`config.mk`:
```
export PLATFORM = sky130hd
export DESIGN_NAME = iterative_multiplier
export DESIGN_NICKNAME = d
export VERILOG_FILES = /design/src/rtl/iterative_multiplier.sv
export SDC_FILE = /design/constraint.sdc
export NUM_CORES = 1
export LEC_CHECK = 0
export BUFFER_PORTS_ARGS = -buffer_cell sky130_fd_sc_hd__clkbuf_2
export CORE_MARGIN = 3
export CORE_UTILIZATION = 60
export CTS_BUF_LIST = sky130_fd_sc_hd__clkbuf_2
export DETAILED_ROUTE_END_ITERATION = 8
export GPL_TIMING_DRIVEN = 1
export HOLD_SLACK_MARGIN = 0.06
export PLACE_DENSITY = 0.87
export SYNTH_ARGS = -nofsm -noshare
export SYNTH_HDL_FRONTEND = slang
export SYNTH_SLANG_ARGS = --single-unit
```
`constraint.sdc`:
```
create_clock -name clk -period 2.5 [get_ports clk]
set_input_delay 0.125 -clock clk [delete_from_list [all_inputs] [get_ports clk]]
set_output_delay 0.125 -clock clk [all_outputs]
set_load 0.05 [all_outputs]
```
`src/rtl/iterative_multiplier.sv`:
```
// Unsigned shift-and-add multiplier, one multiplier bit per clock, with an E/done handshake.
// state | meaning
// RESET | post-reset, always advances to S1
// S1    | idle, waiting for E=1 to capture A/B
// S2    | iterating, N edges
// S3    | done, product held until E drops
module iterative_multiplier #(
  parameter int N = 8
) (
  input  logic           clk,
  input  logic           reset,
  input  logic           E,
  input  logic [N-1:0]   A,
  input  logic [N-1:0]   B,
  output logic [2*N-1:0] P,
  output logic           done
);

  localparam int CW = $clog2(N);
  localparam logic [CW-1:0] C_INIT = CW'(N - 1);

  typedef enum logic [1:0] {
    RESET = 2'd0,
    S1    = 2'd1,
    S2    = 2'd2,
    S3    = 2'd3
  } state_t;

  state_t          state;
  logic [2*N-1:0]  ma;
  logic [N-1:0]    mb;
  logic [CW-1:0]   c;

  always_ff @(posedge clk or negedge reset) begin
    if (!reset) begin
      state <= RESET;
      P     <= '0;
      done  <= 1'b0;
      ma    <= '0;
      mb    <= '0;
      c     <= '0;
    end else begin
      case (state)
        RESET: begin
          state <= S1;
          done  <= 1'b0;
        end
        S1: begin
          if (E) begin
            ma    <= {{N{1'b0}}, A};
            mb    <= B;
            P     <= '0;
            c     <= C_INIT;
            state <= S2;
          end
        end
        S2: begin
          // fixed N iterations, no early exit when mb runs out of ones
          if (mb[0]) P <= P + ma;
          ma <= ma << 1;
          mb <= mb >> 1;
          if (c == '0) begin
            state <= S3;
            done  <= 1'b1;
          end else begin
            c <= c - 1'b1;
          end
        end
        S3: begin
          if (!E) begin
            state <= S1;
            done  <= 1'b0;
          end
        end
        default: begin
          state <= RESET;
          done  <= 1'b0;
        end
      endcase
    end
  end

endmodule

```
==> flow_metrics.tcl <==
set metrics [dict create \
    status "finished clean" \
    worst_pin_slew_ps 1022 \
    yosys_most_used_dff "dfrtp_1" \
    hp-class "primary input to async pin" \
    pwr-share-seq_pct 35.7 \
    cts_sinks 46 \
    syn2layout_area_growth_pct 18.13 \
    final_layout_size_suffix_gt1_share_pct 17.97 \
    synth_common_cells "dfrtp_1 (46), nand2_1 (45), o21ai_0 (33)" \
    ys_warn_count 0 \
    avgViaCountPerCell 5.861 \
    cap_violations 0 \
    timing.final.crit_share_pct 96.25 \
    avgSynthCellArea_um2 9.455 \
    wirelength_um 6208 \
    grt_usage_pct 24.96 \
    portBuffers 35 \
    end_kind "register" \
    finalSetupViolCount 0 \
    syn-cell-area_um2 2733 \
    hpwl_um 4358 \
    initialDrtViolationCount 149 \
    swShare_pct 48.38 \
    ant_nets 0 \
    htreeDepth 2 \
    core_region_area_um2 4202 \
    fin_nets 385 \
    n_antenna_cell 0 \
    pwr-share-comb_pct 54.6 \
    grt-ovfl-total 0 \
    rrSetupSlack_ps 90 \
    drv_slew 0 \
    vias 2315 \
    fillers 275 \
    async_flop_share_pct 100.0 \
    boundaryPins 36 \
    final_cells 395 \
    clock_skew_ps 16.31 \
    grt_pass1_wl_um 10430 \
    path_max_fanout 3 \
    place_inst 369 \
    worstPathArrival_ps 2770 \
    r2r-end "P[14]$_DFFE_PN0P_" \
    worstPathRequired_ps 2870 \
    grt_setup_unrepaired "true" \
    gp_congestion 0.8574 \
    grt_max_degree 43 \
    period_needed_ps 2406 \
    cts-root-buf "clkbuf_2" \
    stdcell_area_um2 3228 \
    drt_pass1_iterations 4 \
    dpl_cell_area_um2 2980 \
    cts_tree "done" \
    critPathKind "register to register" \
    startpoint "P[0]$_DFFE_PN0P_" \
    power_leakage_nw 1.553 \
    synth_cells 289 \
    numCtsBuffers 5 \
    yosysMostFrequentCell "dfrtp_1" \
    whs_ps 357.9 \
    rows 23 \
    reg2reg_from "P[0]$_DFFE_PN0P_" \
    die_x_um 73.49 \
    r2r_cells 9 \
    cts.clk_slew.worst_paths_ps 240 \
    netlist_top_cells_area "dfrtp_1 (42%), ha_1 (9.6%), nand2_1 (6.2%)" \
    switching_power_mw 1.630 \
    synthesis.nets 330 \
    powerDensity_nw_per_um2 1043 \
    hold_violations 0 \
    p_clk_share_pct 9.7 \
    fmax_ghz 0.4156 \
    drc 0 \
    routedWlPerCell_um 15.72 \
    yosysSeqAreaShare_pct 42.12 \
    clkLatencyLatePin_ps 440 \
    synth-seq-cells 46 \
    synth.distinct_cells 47 \
    die_height_um 73.49 \
    die-area_um2 5400 \
    synth_edf_count 0 \
    startpoint_type "register" \
    vdd_drop_max_mv 0.8907 \
    synth_top_area_share_pct 42.12 \
    p_int_mw 1.739 \
    synth_top_area_cell "dfrtp_1" \
    relSlewSlack_pct 31.88 \
    start_util_pct 65.04 \
    grt_pass1_vias 2330 \
    antenna_found_initial 0 \
    cts_buffer_depth 2 \
]
==> cell type report <==
class | count | area, um^2 | share of cell area, %
Clock inverter | 2 | 13.76 | 0.4264
Timing Repair Buffer | 59 | 400.4 | 12.40
Sequential cell | 46 | 1154 | 35.74
Clock buffer | 6 | 30.03 | 0.9302
Tap cell | 50 | 62.56 | 1.938
Multi-Input combinational cell | 218 | 1515 | 46.94
Inverter | 14 | 52.55 | 1.628
==> placed cells by master (no fill, tap or decap), types with 7 or more instances in the layout <==
| cell | netlist | routed |
|---|---|---|
| o21ai_0 | 33 | 31 |
| mux2i_1 | 14 | 14 |
| inv_1 | 14 | 13 |
| ha_1 | 21 | 20 |
| dlygate4sd3_1 | 0 | 18 |
| xnor2_1 | 7 | 7 |
| nor2_1 | 12 | 12 |
| nand2_1 | 45 | 45 |
| dfrtp_1 | 46 | 44 |
| clkbuf_2 | 0 | 41 |
| a22o_1 | 8 | 8 |
| a21oi_1 | 10 | 9 |
==> critical path, cell delays in order (launching register included) <==
cell and delay [ps]:
dfrtp_2 490, ha_4 180, inv_2 60, fa_2 220, nor2b_4 50, o31a_1 280, o41a_1 450, a311oi_2 310
and3_1 220, o31ai_2 70
==> layer usage <==
metal | up-vias | track usage (%) | wire, um
met5 | - | 0 | 0
met4 | 0 | 12.07 | 182
met3 | 19 | 5.882 | 349
met2 | 72 | 41.04 | 3008
met1 | 1074 | 30.66 | 2668
li1 | 1150 | - | -
==> through the flow <==
stage               utilization (%)  power, mW  setup TNS [ps]  setup slack, ps
detailed placement            70.94      3.007               0            11.67
CTS                           76.27      3.348               0            30.11
finish                        76.83      3.368               0            93.76
global placement              70.94      2.918               0            130.4
floorplan                         -      2.548               0            14.79
global route                  76.83      3.653          -17.86           -12.55
==> worst max-delay path by stage <==
stage | endpoint
finish | P[14]$_DFFE_PN0P_
global route | P[14]$_DFFE_PN0P_
CTS | P[10]$_DFFE_PN0P_
detailed placement | P[10]$_DFFE_PN0P_
global placement | P[14]$_DFFE_PN0P_
floorplan | P[14]$_DFFE_PN0P_
==> cell families (layout without fill, tap and decap cells) <==
kind of cell             Yosys count  count (layout)  synth area share, %
multiplexers                      15              15                5.540
XOR/XNOR                           9               9                2.885
buffers and inverters             25              81                3.434
flip-flops                        46              46                42.12
AO/OA/AOI/OAI                     89              89                21.80
AND/OR/NAND/NOR                   83              83                13.87
adder cells (fa/ha/maj)           22              22                10.35
==> flip-flops by register name, indices dropped and copies added (netlist names) <==
register  flops
P            16
state         2
ma           16
mb            8
c             3
done          1
==> what timing repair did <==
action,in CTS,in global routing
hold buffers,18,0
endpoints found under the hold margin,57,0
pin swaps,1,5
setup buffers,0,0
gates resized for setup,0,8
endpoints found under the setup margin,2,3
==> power groups by stage <==
stage,clock (mW),combinational (mW),sequential [mW]
final,0.325,1.84,1.20
after global routing,0.358,2.06,1.24
after CTS,0.333,1.82,1.19
after detailed placement,0,1.79,1.21
after global placement,0,1.72,1.20
after floorplan,0,1.20,1.35
(Power assumes the default switching activity.)
